===== src/rtl/pipe_seg_adder_if.sv =====
// rtl/pipe_seg_adder_if.sv - operand/result stream bundle for pipe_seg_adder
// out_ovf exists only when ADD_OVF_EN is defined.
interface pipe_seg_adder_if #(
    parameter int WIDTH = 32
);
    logic             in_valid;
    logic             in_ready;
    logic [WIDTH-1:0] in_a;
    logic [WIDTH-1:0] in_b;
    logic             in_cin;
    logic             in_sub;
    logic             out_valid;
    logic             out_ready;
    logic [WIDTH-1:0] out_sum;
    logic             out_cout;
`ifdef ADD_OVF_EN
    logic             out_ovf;
`endif

    modport slave (
        input  in_valid, in_a, in_b, in_cin, in_sub, out_ready,
        output in_ready, out_valid, out_sum, out_cout
`ifdef ADD_OVF_EN
        , output out_ovf
`endif
    );

    modport master (
        output in_valid, in_a, in_b, in_cin, in_sub, out_ready,
        input  in_ready, out_valid, out_sum, out_cout
`ifdef ADD_OVF_EN
        , input out_ovf
`endif
    );
endinterface


===== src/rtl/pipe_seg_adder.sv =====
// rtl/pipe_seg_adder.sv - segmented pipelined adder/subtractor, one SEG_W ripple per stage
// Optional ADD_OVF_EN adds the registered signed-overflow output out_ovf.
module pipe_seg_adder #(
    parameter int WIDTH = 32,
    parameter int SEG_W = 8
) (
    input  logic            clk,
    input  logic            rst_n,
    pipe_seg_adder_if.slave bus
);
    localparam int STAGES = WIDTH / SEG_W;
    localparam int LAST   = STAGES - 1;
    localparam int TOP_SH = WIDTH - SEG_W;

    if ((WIDTH % SEG_W) != 0) begin : g_width_check
        $error("pipe_seg_adder: WIDTH must be a multiple of SEG_W");
    end

    logic             r_v    [STAGES];
    logic             r_c    [STAGES];
    logic [WIDTH-1:0] r_sum  [STAGES];
    logic [WIDTH-1:0] r_a    [STAGES];
    logic [WIDTH-1:0] r_b    [STAGES];

    logic             w_iv   [STAGES];
    logic             w_ic   [STAGES];
    logic [WIDTH-1:0] w_isum [STAGES];
    logic [WIDTH-1:0] w_ia   [STAGES];
    logic [WIDTH-1:0] w_ib   [STAGES];
    logic [SEG_W:0]   w_seg  [STAGES];
    logic [WIDTH-1:0] w_nsum [STAGES];
    logic             w_en;

    assign w_en = ~r_v[LAST] | bus.out_ready;

    assign w_iv[0]   = bus.in_valid;
    assign w_ic[0]   = bus.in_cin;
    assign w_isum[0] = '0;
    assign w_ia[0]   = bus.in_a;
    assign w_ib[0]   = bus.in_b ^ {WIDTH{bus.in_sub}};

    for (genvar k = 1; k < STAGES; k++) begin : g_link
        assign w_iv[k]   = r_v[k-1];
        assign w_ic[k]   = r_c[k-1];
        assign w_isum[k] = r_sum[k-1];
        assign w_ia[k]   = r_a[k-1];
        assign w_ib[k]   = r_b[k-1];
    end

    // Operands shift down so the live segment is always at bit 0; results enter from the top.
    for (genvar k = 0; k < STAGES; k++) begin : g_seg
        assign w_seg[k]  = {1'b0, w_ia[k][SEG_W-1:0]} + {1'b0, w_ib[k][SEG_W-1:0]}
                         + {{SEG_W{1'b0}}, w_ic[k]};
        assign w_nsum[k] = (w_isum[k] >> SEG_W) | (WIDTH'(w_seg[k][SEG_W-1:0]) << TOP_SH);
    end

    always_ff @(posedge clk or negedge rst_n) begin
        if (!rst_n) begin
            for (int k = 0; k < STAGES; k++) begin
                r_v[k]   <= 1'b0;
                r_c[k]   <= 1'b0;
                r_sum[k] <= '0;
                r_a[k]   <= '0;
                r_b[k]   <= '0;
            end
        end else if (w_en) begin
            for (int k = 0; k < STAGES; k++) begin
                r_v[k]   <= w_iv[k];
                r_c[k]   <= w_seg[k][SEG_W];
                r_sum[k] <= w_nsum[k];
                r_a[k]   <= w_ia[k] >> SEG_W;
                r_b[k]   <= w_ib[k] >> SEG_W;
            end
        end
    end

    assign bus.in_ready  = w_en;
    assign bus.out_valid = r_v[LAST];
    assign bus.out_sum   = r_sum[LAST];
    assign bus.out_cout  = r_c[LAST];

`ifdef ADD_OVF_EN
    logic r_ovf;
    logic w_ovf;

    // a^b^s at the MSB recovers the carry into the MSB; xor with carry-out gives overflow.
    assign w_ovf = w_ia[LAST][SEG_W-1] ^ w_ib[LAST][SEG_W-1]
                 ^ w_seg[LAST][SEG_W-1] ^ w_seg[LAST][SEG_W];

    always_ff @(posedge clk or negedge rst_n) begin
        if (!rst_n) begin
            r_ovf <= 1'b0;
        end else if (w_en) begin
            r_ovf <= w_ovf;
        end
    end

    assign bus.out_ovf = r_ovf;
`endif
endmodule


===== src/flat_wrapper.sv =====
// flat-port wrapper written by rule: the top's interface ports become plain ports
module pipe_seg_adder_flat 
#(
    parameter int WIDTH = 32,
    parameter int SEG_W = 8
)
  (clk, rst_n, bus_in_valid, bus_in_a, bus_in_b, bus_in_cin, bus_in_sub, bus_out_ready, bus_in_ready, bus_out_valid, bus_out_sum, bus_out_cout);
  pipe_seg_adder_if #(.WIDTH(WIDTH)) bus_i ();
  input  logic clk;
  input  logic rst_n;
  input wire logic [$bits(bus_i.in_valid)-1:0] bus_in_valid;
  input wire logic [$bits(bus_i.in_a)-1:0] bus_in_a;
  input wire logic [$bits(bus_i.in_b)-1:0] bus_in_b;
  input wire logic [$bits(bus_i.in_cin)-1:0] bus_in_cin;
  input wire logic [$bits(bus_i.in_sub)-1:0] bus_in_sub;
  input wire logic [$bits(bus_i.out_ready)-1:0] bus_out_ready;
  output wire logic [$bits(bus_i.in_ready)-1:0] bus_in_ready;
  output wire logic [$bits(bus_i.out_valid)-1:0] bus_out_valid;
  output wire logic [$bits(bus_i.out_sum)-1:0] bus_out_sum;
  output wire logic [$bits(bus_i.out_cout)-1:0] bus_out_cout;
  assign bus_i.in_valid = bus_in_valid;
  assign bus_i.in_a = bus_in_a;
  assign bus_i.in_b = bus_in_b;
  assign bus_i.in_cin = bus_in_cin;
  assign bus_i.in_sub = bus_in_sub;
  assign bus_i.out_ready = bus_out_ready;
  assign bus_in_ready = bus_i.in_ready;
  assign bus_out_valid = bus_i.out_valid;
  assign bus_out_sum = bus_i.out_sum;
  assign bus_out_cout = bus_i.out_cout;
  pipe_seg_adder #(.WIDTH(WIDTH), .SEG_W(SEG_W)) u_core (.clk(clk), .rst_n(rst_n), .bus(bus_i));
endmodule

===== config.mk =====
export PLATFORM = sky130hd
export DESIGN_NAME = pipe_seg_adder_flat
export DESIGN_NICKNAME = d
export VERILOG_FILES = /design/src/rtl/pipe_seg_adder_if.sv /design/src/rtl/pipe_seg_adder.sv /design/src/flat_wrapper.sv
export SDC_FILE = /design/constraint.sdc
export NUM_CORES = 1
export LEC_CHECK = 0
export BUFFER_PORTS_ARGS = -buffer_cell sky130_fd_sc_hd__buf_2
export CAP_MARGIN = 20
export CORE_MARGIN = 2
export CORE_UTILIZATION = 54
export DETAILED_ROUTE_END_ITERATION = 8
export HOLD_SLACK_MARGIN = 0.15
export PLACE_DENSITY = 0.83
export SYNTH_ARGS = -nofsm -noshare
export SYNTH_HDL_FRONTEND = slang
export SYNTH_SLANG_ARGS = --single-unit

===== constraint.sdc =====
create_clock -name clk -period 3.5 [get_ports clk]
set_input_delay 0.7 -clock clk [delete_from_list [all_inputs] [get_ports clk]]
set_output_delay 0.7 -clock clk [all_outputs]
set_load 0.03 [all_outputs]

==> impl_metrics.tcl, run 1 <==
set metrics [dict create \
    grt_start_max_net_pins 223 \
    async_flop_share_pct 100 \
    synth_area_per_cell_um2 9.01 \
    pwr-share-clk_pct 21.9 \
    vdd.ir_drop.worst_v 0.000457 \
    layout.nets 1106 \
    first_global_vias 5558 \
    cts_resized 0 \
    crit_arrival_ns 2.71 \
    yosysUniqueCellTypes 32 \
    synth_seq_cells 184 \
    clk_latency_ns 0.42 \
    synth_cells 946 \
    drv_slew 0 \
    crit_slowest_cell "fa_1" \
    worstMarginPinSlew_ns 0.867 \
    crit_top_cell "fa_1" \
    wl_met2_um 7240 \
    synth_top_cell_area_share_pct 54.0 \
    power.density_mw_per_mm2 933 \
    power.switching_w 0.00347 \
    worst_setup_path_start_kind "input pin" \
    clock_skew_ns 0.00642 \
    gp_congestion 0.842 \
    vias_per_cell 4.99 \
    min_period_ns 2.39 \
    start_util_pct 55.6 \
    cts_hold_buf 0 \
    port_buffers 104 \
    die_h_um 130 \
    yosysWarningCount 0 \
    chipWidth_um 130 \
    post_cts_buffers 0 \
    wirelength_met1_um 7800 \
    route.vias.total 6104 \
    routedWlPerCell_um 13.0 \
    antenna_found_initial 0 \
    synth_commonest_cells "nand2_1 (438), dfrtp_1 (184), o21ai_0 (54)" \
    drt_iter0_markers 387 \
    grt_overflow_total 0 \
    place_inst 1192 \
    leakage_nw 4.91 \
    final_area_mm2 0.00958 \
    p_seq_share_pct 40.6 \
    synth-edff-count 0 \
    num_rows 45 \
    fin_cells 1224 \
    placed_area_mm2 0.00897 \
    clkTransAtPathRegs_ns 0.06 \
    top_layer "met4" \
    drv_cap 0 \
    ys_top_cells_by_area "dfrtp_1 (54%), nand2_1 (19%), ha_1 (4.1%)" \
    worstPathCellList "buf_2 -> xnor2_1 -> fa_1 -> fa_1 -> nor2b_1 -> o31a_1 -> o21ai_1 -> nor3b_1 -> o31ai_1" \
    yosysMostFrequentCell "nand2_1" \
    synth_top_cell_by_area "dfrtp_1" \
    outcome "complete, no violations" \
    critical-path-top-delay-family "adder cells" \
    fin_setup_tns_ns 0 \
    grt_usage_pct 20.1 \
    synth_flop_cell "dfrtp_1" \
    yosysSeqAreaShare_pct 54.0 \
    min_period_over_period_pct 68.2 \
    critical_path_peak_fanout 9 \
    slew_headroom_pct 42.2 \
    synthesis.nets 1052 \
    end_kind "register" \
    cp_num_buf_inv 1 \
    drive_gt1_share_pct 14.3 \
    cts_max_level 4 \
    clock-root-buffer "clkbuf_16" \
    hold_violations 0 \
    synth_area_mm2 0.00852 \
    antennaDiodeCount 0 \
    sw_frac_of_total_pct 38.8 \
    die-area_mm2 0.0168 \
    grt_first_pass_wirelength_um 26700 \
    firstDrtPassIters 5 \
    cts_tree "yes" \
    io_pins 105 \
    postRouteWirelength_um 15900 \
    clockBufferDepth 2 \
    worstPathRequired_ns 3.83 \
    setup_violations 0 \
    cts_made_buffers 17 \
    core_mm2 0.0153 \
    hold_class "in2async" \
    drtAntennaViolNets 0 \
    synthToLayoutAreaGrowth_pct 12.5 \
    max_stage_delay_ns 0.42 \
    rsz0062_at_grt "no" \
    comb_power_share_pct 37.4 \
    path_class "in2reg" \
    max_clock_freq_ghz 0.419 \
    drc 0 \
    hpwl_um 10600 \
    met3_length_um 611 \
    intPower_w 0.00547 \
    numClockSinks 184 \
]
-- final timing paths --
path | cells past startpoint | endpoint | slack (ns) | from
min reg2reg | 2 | u_core.bus.out_sum[2] | 0.46 | u_core.bus.out_sum[2]
min in group clk | 2 | u_core.bus.out_sum[2] | 0.46 | u_core.bus.out_sum[2]
max reg2reg | 7 | u_core.r_sum[62] | 1.19 | u_core.r_b[64]
max in group asynchronous | 2 | u_core.r_sum[89] | 2.45 | rst_n
max | 9 | u_core.r_sum[126] | 1.11 | bus_in_sub
min | 1 | u_core.r_b[98] | 0.28 | rst_n
-- cells in the final DEF, fill, tap and decap left out, types with 7 or more instances in the layout --
master	instances
a211oi_1	7
nor3_1	15
ha_1	28
nor2_1	15
dfrtp_1	184
a21oi_1	17
fa_1	8
xnor2_1	28
nand2_1	438
inv_1	9
o21ai_0	54
clkbuf_16	17
buf_2	103
o21a_1	7
xor2_1	17
-- routing by layer --
layer / vias to the layer above / global-route usage (%)
met2: 135 / 30.6
met5: - / 0
li1: 3096 / -
met1: 2856 / 29.6
met4: 0 / 6.64
met3: 17 / 3.59
-- power groups by stage --
stage / Combinational, W / Clock, W / Sequential [W]
after floorplan: 0.00285 / 0 / 0.00352
after global placement: 0.00323 / 0 / 0.00362
after detailed placement: 0.00334 / 0 / 0.00366
after CTS: 0.00337 / 0.00200 / 0.00363
after global routing: 0.00382 / 0.00208 / 0.00375
final: 0.00335 / 0.00196 / 0.00363
-- area by class of cell --
| cell class | instances | area [um^2] |
|---|---|---|
| Fill cell | 1300 | 5730 |
| Sequential cell | 184 | 4600 |
| Multi-Input combinational cell | 675 | 3440 |
| Timing Repair Buffer | 112 | 624 |
| Clock buffer | 19 | 443 |
| Tap cell | 211 | 264 |
| Clock inverter | 13 | 169 |
| Inverter | 10 | 40.0 |
-- metrics by stage --
step | utilization (%) | setup WS (ns) | hold slack [ns] | total power (W)
finish | 62.6 | 1.11 | 0.275 | 0.00894
global route | 62.6 | 0.974 | 0.334 | 0.00965
CTS | 62.6 | 1.14 | 0.298 | 0.00900
detailed placement | 58.6 | 0.689 | 0.450 | 0.00700
global placement | 58.6 | 0.776 | 0.444 | 0.00685
floorplan | - | 0.689 | 0.404 | 0.00637
-- sequential cells by signal, indices dropped and copies added, names as in the netlist --
| signal | flops |
|---|---|
| u_core.bus.out_valid | 1 |
| u_core.r_a | 48 |
| u_core.bus.out_sum | 32 |
| u_core.r_b | 48 |
| u_core.r_c | 3 |
| u_core.r_sum | 48 |
| u_core.r_v | 3 |
| u_core.bus.out_cout | 1 |
-- logic make-up (layout without fill, tap and decap cells) --
group	after synthesis	after routing	share of synthesized area, %
simple gates	482	482	21.9
buf+inv	87	154	5.68
fa+ha+maj	36	36	5.99
flops	184	184	54.0
compound gates	112	112	7.78
xor+xnor	45	45	4.63
No activity file was read; power rests on OpenSTA's default activity.
==> run 2: changes to the inputs <==
ABC_AREA = 1   (was not set)
CORE_UTILIZATION = 53   (was 54)
PLACE_DENSITY = 0.85   (was 0.83)
clock period = 2.1 ns   (was 3.5 ns; I/O delays follow)
==> run 2 against run 1 <==
Against the previous run: combinational power up 75%; clock skew grew 0.0020 ns; core utilization down 1.0 points; critical path depth decreased by 2; synthesized cell count rose by 7.5%; clock-buffer cell count unchanged; sequential power is 66% higher; via count up 4.5%; first-iteration DRC count is 12% lower; area after synthesis up 1.8%; cell count grew 7.1%; critical path type is now reg2reg; largest cell class unchanged; largest power group unchanged.
==> impl_metrics.tcl, run 2 <==
set metrics [dict create \
    io_pins 105 \
    placed_area_mm2 0.00922 \
    worstPathCellList "fa_1 -> fa_1 -> nand2_1 -> nand2_1 -> nand2_1 -> xor2_1 -> o21ai_0" \
    postRouteWirelength_um 16600 \
    synth_area_mm2 0.00867 \
    r2r_start "u_core.r_b[64]" \
    drive_gt1_share_pct 14.6 \
    reg.largest.list "u_core.r_a: 48 flops, u_core.r_b: 48 flops, u_core.r_sum: 48 flops" \
    min_period_ns 1.96 \
    max_stage_delay_ns 0.47 \
    end_kind "register" \
    num_rows 46 \
    clkTransAtPathRegs_ns 0.07 \
    crit_arrival_ns 2.26 \
    synth_seq_cells 184 \
    drv_slew 0 \
    min_period_over_period_pct 93.5 \
    synth_flop_cell "dfrtp_1" \
    cts_max_level 4 \
    synth_cells 1017 \
    synthToLayoutAreaGrowth_pct 13.1 \
    drt_iter0_markers 340 \
    grt_usage_pct 20.3 \
    cp-startpoint "u_core.r_b[64]" \
    cts_hold_buf 1 \
    clock_skew_ns 0.00840 \
    cts_tree "yes" \
    power.density_mw_per_mm2 1530 \
    ys_top_cells_by_area "dfrtp_1 (53%), nand2_1 (21%), ha_1 (4.0%)" \
    worstSetupEndpoint "u_core.r_sum[60]" \
    leakage_nw 5.25 \
    die_h_um 132 \
    max_clock_freq_ghz 0.509 \
    setup_ws_ns 0.137 \
    worst_setup_path_start_kind "register" \
    clockBufferDepth 2 \
    gp_congestion 0.828 \
    routedWlPerCell_um 12.7 \
    grt_overflow_total 0 \
    grt_start_max_net_pins 116 \
    core_mm2 0.0159 \
    whs_ns 0.178 \
    synthesis.nets 1123 \
    start_util_pct 54.4 \
    yosysUniqueCellTypes 24 \
    hold_violations 0 \
    hpwl_um 11000 \
    mostFrequentLayoutCells "nand2_1 (488), dfrtp_1 (184), buf_2 (103)" \
    hold_class "in2reg" \
    firstDrtPassIters 7 \
    synth-edff-count 0 \
    synth_top_cell_area_share_pct 53.1 \
    yosysMostFrequentCell "nand2_1" \
    power_w 0.0150 \
    clk_latency_ns 0.43 \
    mostFrequentLayoutCell "nand2_1" \
    synth_commonest_cells "nand2_1 (488), dfrtp_1 (184), inv_1 (52)" \
    drc 0 \
    cts_made_buffers 17 \
    place_inst 1277 \
    outcome "complete, no violations" \
    antenna_found_initial 1 \
    critical-path-top-delay-family "adder cells" \
    route.vias.total 6379 \
    pre_cts_ws_ns -0.0230 \
    setup_violations 0 \
    crit_top_cell "nand2_1" \
    chipWidth_um 132 \
    vdd.ir_drop.worst_v 0.000724 \
    crit_slowest_cell "fa_1" \
    post_cts_buffers 0 \
    drtAntennaViolNets 0 \
    grt_first_pass_wirelength_um 29000 \
    async_flop_share_pct 100 \
    r2r-end "u_core.r_sum[60]" \
    critical_path_peak_fanout 2 \
    synth_area_per_cell_um2 8.53 \
    final_area_mm2 0.00981 \
    numClockSinks 184 \
    first_global_vias 6120 \
    clock-root-buffer "clkbuf_16" \
    drv_cap 0 \
    yosysSeqAreaShare_pct 53.1 \
    layout.nets 1187 \
    cp_num_cells 7 \
    cts_resized 0 \
    rsz0062_at_grt "no" \
    worstPathRequired_ns 2.40 \
    die-area_mm2 0.0174 \
    slew_headroom_pct 67.1 \
    port_buffers 104 \
    worstMarginPinSlew_ns 0.493 \
    reg2reg_setup_slack_ns 0.14 \
    vias_per_cell 4.87 \
    yosysWarningCount 0 \
    synth_top_cell_by_area "dfrtp_1" \
    fin_cells 1311 \
    cp_num_buf_inv 0 \
    rr_worst_depth 7 \
    path_class "reg2reg" \
]
run 2: cell count changes in the layout (fill, tap and decap cells not counted), moves of 11 or more:
| cell | change |
|---|---|
| inv_1 | +42 |
| nand2_1 | +50 |
| nand3_1 | +23 |
| nor3_1 | -15 |
| o21ai_0 | -11 |
| o21ai_1 | +18 |
run 2: logic make-up (layout without fill, tap and decap cells):
family / Yosys count / after routing / share of synthesized area [%]
compound gates: 83 / 83 / 4.92
flops: 184 / 184 / 53.1
other cells: 0 / 1 / 0
xor+xnor: 38 / 38 / 3.84
buf+inv: 128 / 205 / 7.55
simple gates: 548 / 548 / 24.7
fa+ha+maj: 36 / 36 / 5.89
run 2: worst min-delay path by stage:
stage | end | cells after the start | slack [ns] | from
detailed placement | u_core.bus.out_sum[12] | 1 | 0.44 | rst_n
CTS | u_core.r_a[107] | 3 | 0.16 | bus_in_a[19]
global placement | u_core.bus.out_sum[12] | 1 | 0.43 | rst_n
finish | u_core.r_a[109] | 3 | 0.18 | bus_in_a[21]
global route | u_core.r_a[110] | 3 | 0.18 | bus_in_a[22]
floorplan | u_core.bus.out_cout | 0 | 0.12 | rst_n
run 2: worst reg2reg max path: cells and delay by family (launching register included):
| family | cells | cell delay (ns) |
|---|---|---|
| AO/OA/AOI/OAI | 1 | 0.10 |
| XOR/XNOR | 1 | 0.18 |
| adder cells (fa/ha/maj) | 2 | 0.88 |
| flip-flops | 1 | 0.40 |
| AND/OR/NAND/NOR | 3 | 0.28 |
run 2: final cells by class:
type	instances	area, um^2
timing repair buffer	120	727
sequential	184	4600
inverter	53	201
clock buffer	19	443
tap	216	270
antenna	1	2.50
fill	1375	6130
multi-input combinational	705	3430
clock inverter	13	136
run 2: power breakdown:
group / internal [W] / leakage, nW / switching (W)
logic: 0.00211 / 2.74 / 0.00374
clock network: 0.00170 / 0.282 / 0.00141
registers: 0.00513 / 2.22 / 0.000880
total: 0.00894 / 5.25 / 0.00603
run 2: metrics by stage:
step	util [%]	setup TNS, ns
finish	61.5	0
global route	61.5	0
CTS	61.5	0
detailed placement	57.8	-0.0230
global placement	57.8	0
floorplan	-	-0.0394
run 2: metal layers:
metal	vias to the layer above	GRT usage, %	share of wire, %
li1	3247	-	-
met1	2980	28.4	48
met2	130	32.1	47
met3	22	3.69	3.5
met4	0	6.58	1.6
met5	-	0	0
==> run 3: changes to the inputs <==
CORE_ASPECT_RATIO = 0.9   (was not set)
==> run 3 against run 2 <==
Against the previous run: critical path depth up 2; critical endpoint is now u_core.r_sum[94]; core utilization down 0.94 points; total power up 0.32%; first-iteration DRC count up 34%; clock skew up 0.0029 ns; highest routed layer unchanged.
==> impl_metrics.tcl, run 3 (synthesis gave the netlist of run 2 again) <==
set metrics [dict create \
    outcome "complete, no violations" \
    setup_ws_ns 0.160 \
    vias_per_cell 4.90 \
    cts_tree "yes" \
    drc 0 \
    slew_headroom_pct 41.3 \
    reg2reg_setup_slack_ns 0.16 \
    antenna_found_initial 0 \
    grt_first_pass_wirelength_um 28700 \
    postRouteWirelength_um 16800 \
    critical-path-top-delay-family "adder cells" \
    cp_num_buf_inv 0 \
    io_pins 105 \
    worstPathRequired_ns 2.48 \
    chipWidth_um 139 \
    cts_made_buffers 17 \
    r2r-end "u_core.r_sum[94]" \
    leakage_nw 5.21 \
    port_buffers 104 \
    worstMarginPinSlew_ns 0.880 \
    cts_max_level 4 \
    power.density_mw_per_mm2 1540 \
    mostFrequentLayoutCell "nand2_1" \
    cp-startpoint "u_core.r_b[96]" \
    fill_cells 1367 \
    clock_skew_ns 0.0113 \
    cp_num_cells 9 \
    grt_start_max_net_pins 112 \
    crit_top_cell "nand2_1" \
    mostFrequentLayoutCells "nand2_1 (488), dfrtp_1 (184), buf_2 (103)" \
    worstSetupEndpoint "u_core.r_sum[94]" \
    max_clock_freq_ghz 0.515 \
    critical_path_peak_fanout 2 \
    rr_worst_depth 9 \
    min_period_over_period_pct 92.4 \
    die_h_um 125 \
    drtAntennaViolNets 0 \
    grt_usage_pct 20.2 \
    end_kind "register" \
    path_class "reg2reg" \
    hold_violations 0 \
    num_rows 44 \
    vdd.ir_drop.worst_v 0.00137 \
    antennaDiodeCount 0 \
    numClockSinks 184 \
    fin_cells 1295 \
    clkTransAtPathRegs_ns 0.07 \
    synthToLayoutAreaGrowth_pct 12.3 \
    routedWlPerCell_um 13.0 \
    post_cts_buffers 0 \
    pre_cts_ws_ns -0.0317 \
    firstDrtPassIters 8 \
    hpwl_um 11000 \
    rsz0062_at_grt "no" \
    clk_latency_ns 0.43 \
    clock-root-buffer "clkbuf_16" \
    crit_slowest_cell "fa_1" \
    min_period_ns 1.94 \
    worstPathCellList "fa_1 -> fa_1 -> nand2_1 -> nand2_1 -> nand3b_1 -> nand2_1 -> nand2_1 -> nand3_1 -> nand2_1" \
    die-area_mm2 0.0174 \
    worst_setup_path_start_kind "register" \
    drv_slew 0 \
    route.vias.total 6351 \
    hold_class "in2reg" \
    setup_violations 0 \
    crit_arrival_ns 2.32 \
    start_util_pct 53.9 \
    drv_cap 0 \
    drt_iter0_markers 455 \
    first_global_vias 6057 \
    reg.largest.list "u_core.r_a: 48 flops, u_core.r_b: 48 flops, u_core.r_sum: 48 flops" \
    clockBufferDepth 2 \
    final_util_pct 60.6 \
    layout.nets 1182 \
    max_stage_delay_ns 0.48 \
    place_inst 1263 \
    core_mm2 0.0161 \
    grt_overflow_total 0 \
    gp_congestion 0.889 \
    r2r_start "u_core.r_b[96]" \
    hp-start "bus_in_a[12]" \
    drive_gt1_share_pct 14.2 \
]
run 3: area by class of cell:
| cell class | instances | area [um^2] | share of cell area (%) |
|---|---|---|---|
| Multi-Input combinational cell | 705 | 3430 | 35.2 |
| Clock inverter | 13 | 148 | 1.52 |
| Tap cell | 207 | 259 | 2.66 |
| Clock buffer | 18 | 439 | 4.51 |
| Timing Repair Buffer | 115 | 664 | 6.82 |
| Inverter | 53 | 201 | 2.07 |
| Sequential cell | 184 | 4600 | 47.3 |
run 3: where the power goes:
part | switching, W | total [W] | internal [W]
sequential | 0.000907 | 0.00604 | 0.00513
clock | 0.00137 | 0.00316 | 0.00179
combinational | 0.00374 | 0.00582 | 0.00207
total | 0.00602 | 0.0150 | 0.00899
run 3: layer usage:
metal	track usage, %	share of wire, %
met4	5.23	0.92
met5	0	0
met3	5.09	4.6
met2	31.5	47
met1	28.7	48
run 3: worst min-delay path: cells and delay by family:
family / cells / cell delay, ns
AND/OR/NAND/NOR: 2 / 0.08
buffers and inverters: 1 / 0.07
run 3: how the worst min path moves through the flow:
stage | cells past startpoint | endpoint
CTS | 3 | u_core.r_a[117]
global route | 3 | u_core.r_a[107]
detailed placement | 1 | u_core.r_sum[47]
floorplan | 0 | u_core.bus.out_cout
finish | 3 | u_core.r_a[100]
global placement | 1 | u_core.bus.out_sum[7]
run 3: timing repair:
action | in CTS | in global routing
hold buffers | 1 | 0
resized for setup | 0 | 0
hold endpoints to repair | 47 | 0
run 3: per-stage QoR:
step / cell area (um^2) / hold slack, ns / TNS [ns] / power, W
2_1_floorplan: 8690 / 0.124 / -0.0394 / 0.0107
3_3_place_gp: 9150 / 0.407 / 0 / 0.0116
3_5_place_dp: 9150 / 0.409 / -0.0317 / 0.0118
4_1_cts: 9740 / 0.166 / 0 / 0.0151
5_1_grt: 9740 / 0.169 / 0 / 0.0162
6_report: 9740 / 0.178 / 0 / 0.0150
